===== src/rtl/alu_ctrl_pkg.sv =====
// ALU operation encodings and multiply sequencer state type.
// Shared by the control unit, the alu and the multiply sequencer.
package alu_ctrl_pkg;

    localparam logic [3:0] ALU_ADD = 4'b0000;
    localparam logic [3:0] ALU_SLL = 4'b0111;
    localparam logic [3:0] ALU_SRL = 4'b1000;

    typedef enum logic [2:0] {
        S_IDLE,
        S_ADD,
        S_SHL,
        S_SHR,
        S_DONE
    } mul_state_t;

endpackage


===== src/rtl/alu_mul_sequencer_alu.sv =====
// Combinational alu: ADD, SLL, SRL (others yield 0), plus Zero flag.
// Ports: alu_control, src_a, src_b in; alu_result, zero out.
module alu
    import alu_ctrl_pkg::*;
#(
    parameter int DATA_WIDTH = 32
) (
    input  logic [3:0]            alu_control,
    input  logic [DATA_WIDTH-1:0] src_a,
    input  logic [DATA_WIDTH-1:0] src_b,
    output logic [DATA_WIDTH-1:0] alu_result,
    output logic                  zero
);

    localparam int SHW = $clog2(DATA_WIDTH);

    logic [SHW-1:0] shamt;

    assign shamt = src_b[SHW-1:0];

    always_comb begin
        alu_result = '0;
        case (alu_control)
            ALU_ADD: alu_result = src_a + src_b;
            ALU_SLL: alu_result = src_a << shamt;
            ALU_SRL: alu_result = src_a >> shamt;
            default: alu_result = '0;
        endcase
    end

    assign zero = (alu_result == '0);

endmodule


===== src/rtl/alu_mul_sequencer.sv =====
// Shift-and-add multiplier (low word) driving a private alu.
// Ports: clk, rst, start, kill, op_a, op_b in; busy, done, result out.
module alu_mul_sequencer
    import alu_ctrl_pkg::*;
#(
    parameter int DATA_WIDTH = 32
) (
    input  logic                  clk,
    input  logic                  rst,
    input  logic                  start,
    input  logic                  kill,
    input  logic [DATA_WIDTH-1:0] op_a,
    input  logic [DATA_WIDTH-1:0] op_b,
    output logic                  busy,
    output logic                  done,
    output logic [DATA_WIDTH-1:0] result
);

    mul_state_t state, next_state;

    logic [DATA_WIDTH-1:0] acc, mcand, mplier;
    logic [DATA_WIDTH-1:0] src_a, src_b, alu_y;
    logic [3:0]            alu_ctrl;
    logic                  alu_zero;

    alu #(.DATA_WIDTH(DATA_WIDTH)) u_alu (
        .alu_control (alu_ctrl),
        .src_a       (src_a),
        .src_b       (src_b),
        .alu_result  (alu_y),
        .zero        (alu_zero)
    );

    always_comb begin
        next_state = state;
        alu_ctrl   = ALU_ADD;
        src_a      = '0;
        src_b      = '0;
        case (state)
            S_IDLE: begin
                if (start) begin
                    if (op_b == '0)
                        next_state = S_DONE;
                    else if (op_b[0])
                        next_state = S_ADD;
                    else
                        next_state = S_SHL;
                end
            end
            S_ADD: begin
                src_a      = acc;
                src_b      = mcand;
                next_state = S_SHL;
            end
            S_SHL: begin
                alu_ctrl   = ALU_SLL;
                src_a      = mcand;
                src_b      = DATA_WIDTH'(1);
                next_state = S_SHR;
            end
            S_SHR: begin
                alu_ctrl = ALU_SRL;
                src_a    = mplier;
                src_b    = DATA_WIDTH'(1);
                // Multiplier exhausted ends the loop; no bit counter.
                if (alu_zero)
                    next_state = S_DONE;
                else if (alu_y[0])
                    next_state = S_ADD;
                else
                    next_state = S_SHL;
            end
            S_DONE:  next_state = S_IDLE;
            default: next_state = S_IDLE;
        endcase
        // Flush beats everything, including a start in S_IDLE.
        if (kill)
            next_state = S_IDLE;
    end

    always_ff @(posedge clk or posedge rst) begin
        if (rst) begin
            state  <= S_IDLE;
            busy   <= 1'b0;
            done   <= 1'b0;
            result <= '0;
            acc    <= '0;
            mcand  <= '0;
            mplier <= '0;
        end else begin
            state <= next_state;
            busy  <= (next_state != S_IDLE);
            done  <= (next_state == S_DONE);
            if (!kill) begin
                case (state)
                    S_IDLE: begin
                        if (start) begin
                            acc    <= '0;
                            mcand  <= op_a;
                            mplier <= op_b;
                            result <= '0;
                        end
                    end
                    S_ADD:   acc    <= alu_y;
                    S_SHL:   mcand  <= alu_y;
                    S_SHR:   mplier <= alu_y;
                    S_DONE:  result <= acc;
                    default: ;
                endcase
            end
        end
    end

endmodule


===== config.mk =====
export PLATFORM = sky130hd
export DESIGN_NAME = alu_mul_sequencer
export DESIGN_NICKNAME = d
export VERILOG_FILES = /design/src/rtl/alu_ctrl_pkg.sv /design/src/rtl/alu_mul_sequencer_alu.sv /design/src/rtl/alu_mul_sequencer.sv
export SDC_FILE = /design/constraint.sdc
export NUM_CORES = 1
export LEC_CHECK = 0
export CAP_MARGIN = 10
export CORE_ASPECT_RATIO = 1.2
export CORE_MARGIN = 2
export CORE_UTILIZATION = 50
export CTS_CLUSTER_DIAMETER = 100
export DETAILED_ROUTE_END_ITERATION = 16
export PLACE_DENSITY = 0.77
export SYNTH_ARGS = -nofsm -noshare
export SYNTH_HDL_FRONTEND = slang
export SYNTH_SLANG_ARGS = --single-unit

===== constraint.sdc =====
create_clock -name clk -period 5.5 [get_ports clk]
set_input_delay 0.55 -clock clk [delete_from_list [all_inputs] [get_ports clk]]
set_output_delay 0.55 -clock clk [all_outputs]
set_load 0.05 [all_outputs]

== Word level (Yosys, flattened, before mapping) ==
Index checks and enable logic that the tools add are counted.
W data, S select, Z words.

* $add $sub $neg: 1
* Multipliers: 0
* Divide/modulo/power cells: 0
* Order comparisons: 0
* Equal/unequal tests: 8
* Shift-type cells: 2
* Mux-type cells: 18
* Bitwise logic cells: 1
* Reductions and logical operators: 14

{| class="wikitable"
|+ Operator list
! cell !! count
|-
| $pmux W32 S2 || 5
|-
| $pmux W32 S3 || 2
|-
| $mux W32 || 3
|-
| $logic_not A32 Y1 || 2
|-
| $add A32 B32 Y32 || 1
|-
| $shl A32 B5 Y32 || 1
|-
| $shr A32 B5 Y32 || 1
|-
| $mux W3 || 4
|-
| $pmux W3 S4 || 1
|-
| $reduce_and A3 Y1 || 4
|-
| $pmux W4 S2 || 1
|-
| $reduce_bool A2 Y1 || 4
|-
| $eq A3 B2 Y1 const B || 2
|-
| $eq A3 B3 Y1 const B || 2
|-
| $eq A4 B3 Y1 const B || 1
|-
| $eq A4 B4 Y1 const B || 1
|-
| $logic_not A4 Y1 || 1
|-
| $mux W2 || 2
|-
| $eq A3 B1 Y1 const B || 1
|-
| $logic_not A3 Y1 || 1
|-
| $reduce_bool A3 Y1 || 1
|-
| $ne A2 B2 Y1 const B || 1
|-
| $reduce_or A2 Y1 || 1
|-
| $not A1 Y1 || 1
|}

* Register bits: 133
* Bits in latches: 0
* RAM bits: 0
* Bits in read-only memories: 0
* Input port bits: 68
* Logic and storage cells: 51
* Memories: 0

== Logic depth before layout (Yosys ltp) ==
Gate-level depths: netlist of run 1.

* Depth in word-level cells: 10
* Gate-level depth with buffers: 21

== By module ==
From an unflattened synthesis of run 1, not the netlist that was laid out.

* Cell total of the unflattened synthesis: 1620
* Area total of the unflattened synthesis: 13020.0 um2

{| class="wikitable"
|+ By module, submodules not included
! module !! times used !! cells an instance !! area each (um2) !! seq. area each (um2)
|-
| alu_mul_sequencer || 1 || 784 || 6816.5 || 3328.2
|-
| alu || 1 || 836 || 6203.4 || 0.0
|}

== Worst setup path after synthesis of run 1 ==
Ideal clock, no wire load.

* Path type: register -> register
* Start point: register state[0]
* End point: register done
* Arrival time: 4.735 ns
* Data required time: 5.376 ns
* Path slack: 0.641 ns
* Stages on the path, launching flop included: 21
* Clock period less this slack: 4.859 ns
* Cells stage by stage: dfrtp_1 > buf_2 > buf_2 > buf_2 > buf_2 > buf_1 > mux2_2 > a22oi_1 > nor2_1 > ha_1 > fa_1 > a21o_1 > a221o_2 > a21oi_2 > o21a_2 > a31o_2 > mux2_1 > nor3_1 > and4bb_1 > a31oi_1 > nor2_1

* Longest elaborated chain between the ends: 10

{| class="wikitable"
|+ RTL lines
! element !! RTL line !! text
|-
| from (decl) || alu_mul_sequencer.sv:19 || <nowiki>mul_state_t state, next_state;</nowiki>
|-
| from (signal assigned) || alu_mul_sequencer.sv:91 || <nowiki>state <= next_state;</nowiki>
|-
| $eq A3 B2 Y1 || alu_mul_sequencer.sv:39 || <nowiki>case (state)</nowiki>
|-
| $reduce_or A2 Y1 (no line) || n/a ||
|-
| $pmux W32 S2 || alu_mul_sequencer.sv:39 ||
|-
| $add A32 B32 Y32, or another cell as far along || alu_mul_sequencer_alu.sv:24 || <nowiki>ALU_ADD: alu_result = src_a + src_b;</nowiki>
|-
| $pmux W32 S3 || alu_mul_sequencer_alu.sv:23 || <nowiki>case (alu_control)</nowiki>
|-
| $logic_not A32 Y1 or $mux W2 (tied branches) || alu_mul_sequencer_alu.sv:31, alu_mul_sequencer.sv:68 ||
|-
| $mux W3 || alu_mul_sequencer.sv:66 || <nowiki>if (alu_zero)</nowiki>
|-
| $pmux W3 S4 * || alu_mul_sequencer.sv:39 ||
|-
| $mux W3 * || alu_mul_sequencer.sv:77 || <nowiki>if (kill)</nowiki>
|-
| $eq A3 B3 Y1 * || alu_mul_sequencer.sv:93 || <nowiki>done <= (next_state == S_DONE);</nowiki>
|-
| to (signal assigned) || alu_mul_sequencer.sv:93 ||
|-
| to (decl) || alu_mul_sequencer.sv:15 || <nowiki>output logic done,</nowiki>
|}

Mark *: on every way between the ends. The rest lies on a longest branch, timed or not.
A chain may end at the register's enable or synchronous reset.

== Worst setup path in the final report of run 1 ==
* Start point: register state[0]
* End point: register state[2]

* Longest elaborated chain between the ends: 9

{| class="wikitable"
|+ RTL lines
! element !! RTL line !! text
|-
| $eq A3 B2 Y1 || alu_mul_sequencer.sv:39 ||
|-
| $reduce_or A2 Y1 (no line) || n/a ||
|-
| $pmux W32 S2 || alu_mul_sequencer.sv:39 ||
|-
| $add A32 B32 Y32, or another cell as far along || alu_mul_sequencer_alu.sv:24 ||
|-
| $pmux W32 S3 || alu_mul_sequencer_alu.sv:23 ||
|-
| $logic_not A32 Y1 || alu_mul_sequencer_alu.sv:31 || <nowiki>assign zero = (alu_result == '0);</nowiki>
|-
| $mux W3 || alu_mul_sequencer.sv:66 ||
|-
| $pmux W3 S4 * || alu_mul_sequencer.sv:39 ||
|-
| $mux W3 * || alu_mul_sequencer.sv:77 ||
|-
| via next_state[2] || alu_mul_sequencer.sv:19 ||
|}

Mark *: on every way through the listed nets, which the timed path passes. The rest lies on a longest branch.

==> results.txt, run 1 <==
status: completed
Slew @ Worst Pin: 1.032 ns
CP max stage cell: fa_1
Finished Layout Cells: 1399
pwr dens: 339.2 nW/um^2
share of cells above drive strength 1: 8.681%
register area share after synthesis: 35.94%
Initial DRC Count: 787
Ys Warns: 0
drt via density: 6.173
Tcrit/Tclk final: 87.62%
wire per inst: 19.43 um
Sink Count: 133
Core Rows: 54
Net Sw Power: 1.385 mW
compound-cell area share of the yosys netlist: 21.93%
Slew headroom: 30.95%
H-tree depth: 4
Internal: 2.361 mW
die width: 128.2 um
post-synthesis xor/xnor area fraction: 1.229%
DRC: 0
Area Growth Syn to Fin: 19.27%
placer congestion estimate: 0.9743
CP cell instances: buf_4 -> mux2_2 -> a22oi_1 -> nor2_1 -> ha_1 -> fa_1 -> a21o_1 -> a221o_2 -> a21oi_2 -> o21a_2 -> a31o_2 -> mux2_1 -> nor3_1 -> and4bb_1 -> a31oi_1 -> nor2_1
vias in the first global route: 8135
Placement Setup Slack: 0.7775 ns
Mean Syn Cell Area: 8.435 sq um
CTS tree: done
Routed WL: 27.19 mm
Post-Syn Area: 9261 sq um
Tot GR Track Use: 28.61%
Power Total: 3.746 mW
DP HPWL: 20.10 mm
final setup fails: 0
CTS Root Cell: clkbuf_16
Leakage: 5.380 nW
grt total ovfl: 0
Tmin final: 4.819 ns
Die H: 153.1 um
Critical Path End Type: flop
DRT Pass-1 Iters: 6
post-placement cell count: 1367
Net count, final: 1263
register share of total power: 38.0%
Final Max Slew Viols: 0
Layout Skew: 0.007868 ns
Netlist cell types: 78
slack of the critical path: 0.6811 ns
total CTS buffers: 17
Post-synth EDFFs: 0
RSZ-0062 raised after global routing: false
clock power share: 31.4%
Mapped Cells: 1098
Fmax: 207.5 MHz
#FFs+latches synth: 133
Ports: 102
crit path kind: reg -> reg
Worst Path Buf+Inv: 1
simple-gate area share of the yosys netlist: 22.53%
hold slack: 0.4609 ns
die area: 19630 sq um
first-pass GRT wire length: 44.13 mm
buffers added on ports: 101
main combinational cell family by area after synthesis: simple AND/OR/NAND/NOR gates
Reg clk slew, reported paths: 0.06 ns
critical path data arrival time: 5.13 ns
Starting Density: 50.96%
Final Hold Fails: 0
Setup Fix Bufs, Post-CTS: 0
post-synthesis adder-cell area fraction: 4.539%
largest net degree at the start of global routing: 76
dominant synthesized flop cell: dfrtp_1
Min-Delay Path Class: reg -> reg
combinational share of power: 30.6%
routed via count: 8636
Core Box Area: 18170 sq um
PostCTS Resize Cnt: 0
worst skew pair latency: 0.43 ns
initial antenna violation count: 0
Mapped Nets: 1199
Routed Antenna Nets: 0
sw frac: 36.97%
Diodes inserted: 0
CTS Buffer Depth: 2
CP Max Fanout: 49
maximum vdd drop: 0.2351 mV
max-cap viol count: 0
cts hold-fix bufs: 0
post-synthesis mux area share: 9.511%
Req. time, crit path: 5.81 ns
critical path's top delay family: compound AO/OA/AOI/OAI gates
post-synthesis async set-or-reset flop share: 100.0%
CP peak stage delay: 0.47 ns
setup TNS: 0 ns
Crit path top cell by count: nor2_1
Critical Path Start Type: flop
==> layer usage <==
metal	share of wire, %	vias to the layer above	track usage, %
met5	0	-	0
met4	2.4	0	9.785
met3	7.9	49	4.060
met2	45	371	43.16
met1	44	4111	42.12
li1	-	4105	-
==> synth_stat cells (13+ instances only) <==
master / instances / area, sq um
nand2_1: 190 / 713.2
dfrtp_1: 133 / 3328
o21ai_0: 99 / 495.5
mux2i_1: 70 / 700.7
nor2_1: 64 / 240.2
a21oi_1: 53 / 265.3
clkbuf_1: 52 / 195.2
nand3_1: 42 / 210.2
and2_1: 41 / 256.5
a22oi_1: 32 / 240.2
ha_1: 32 / 400.4
a21o_1: 22 / 165.2
a22o_1: 19 / 166.4
buf_2: 17 / 85.08
nor3_1: 17 / 85.08
nor2b_1: 16 / 100.1
mux2_2: 15 / 168.9
nor4_1: 15 / 93.84
inv_1: 13 / 48.80
==> layout make-up <==
cell class	instances	area, sq um
fillers	1578	7129
multi-input cells	872	5578
flip-flops and latches	133	3331
repair buffers	124	1196
clock buffers	17	425.4
well taps	224	280.3
clock inverters	15	180.2
inverters	14	55.05
==> worst paths after layout <==
path	cells after the start	slack (ns)	start	endpoint
worst max-delay path	16	0.68	state[0]	state[2]
worst min-delay path	2	0.46	result[11]	result[11]
worst max register to register	16	0.68	state[0]	state[2]
worst min register to register	2	0.46	result[11]	result[11]
max in group asynchronous	3	3.79	rst	state[0]
min in group asynchronous	2	0.58	rst	result[6]
==> logic make-up after synthesis <==
family | Yosys count
XOR/XNOR | 13
adder cells (fa/ha/maj) | 33
AND/OR/NAND/NOR | 438
flip-flops | 133
buffers and inverters | 93
AO/OA/AOI/OAI | 302
multiplexers | 86
==> power groups by stage <==
stage          Sequential [mW]  Clock [mW]  Combinational (mW)
3_5_place_dp              1.43           0                1.12
5_1_grt                   1.44        1.23                1.28
3_3_place_gp              1.42           0                1.10
6_report                  1.42        1.18                1.15
2_1_floorplan             1.31           0               0.849
4_1_cts                   1.41        1.18                1.13
==> metrics by stage <==
| step | instance area [sq um] | utilization, % |
|---|---|---|
| floorplan | 9261 | - |
| global placement | 10440 | 57.44 |
| detailed placement | 10440 | 57.44 |
| CTS | 11050 | 60.77 |
| global route | 11050 | 60.77 |
| finish | 11050 | 60.77 |
==> cell usage in the layout (no fill, tap or decap), drive strengths merged, types with 16 or more instances in the layout <==
| master | count |
|---|---|
| and2 | 41 |
| clkdlybuf4s50 | 101 |
| mux2i | 70 |
| nand2 | 190 |
| a21oi | 54 |
| ha | 32 |
| buf | 23 |
| o21ai | 107 |
| nor2b | 16 |
| clkbuf | 17 |
| nand3 | 42 |
| a22oi | 32 |
| a21o | 23 |
| mux2 | 16 |
| nor3 | 17 |
| dfrtp | 133 |
| a22o | 19 |
| nor2 | 65 |
==> tightest hold or removal path, stage by stage, from the launching register on <==
cell	delay (ns)
dfrtp_1	0.34
nand2_1	0.05
nand2_1	0.04
==> state kept, by name, summed over array words and instances (netlist names) <==
name / cells
mcand: 32
state: 3
busy: 1
done: 1
mplier: 32
acc: 32
result: 32
Note: power is estimated with default switching activity, not from simulation.
==> run 2, diff against run 1 <==
--- a/config.mk
+++ b/config.mk
@@ -15,3 +15,4 @@
 export SYNTH_ARGS = -nofsm -noshare
 export SYNTH_HDL_FRONTEND = slang
 export SYNTH_SLANG_ARGS = --single-unit
+export TNS_END_PERCENT = 1
==> results of run 2 <==
The final DEF is identical to that of run 1; final timing and power are the same.
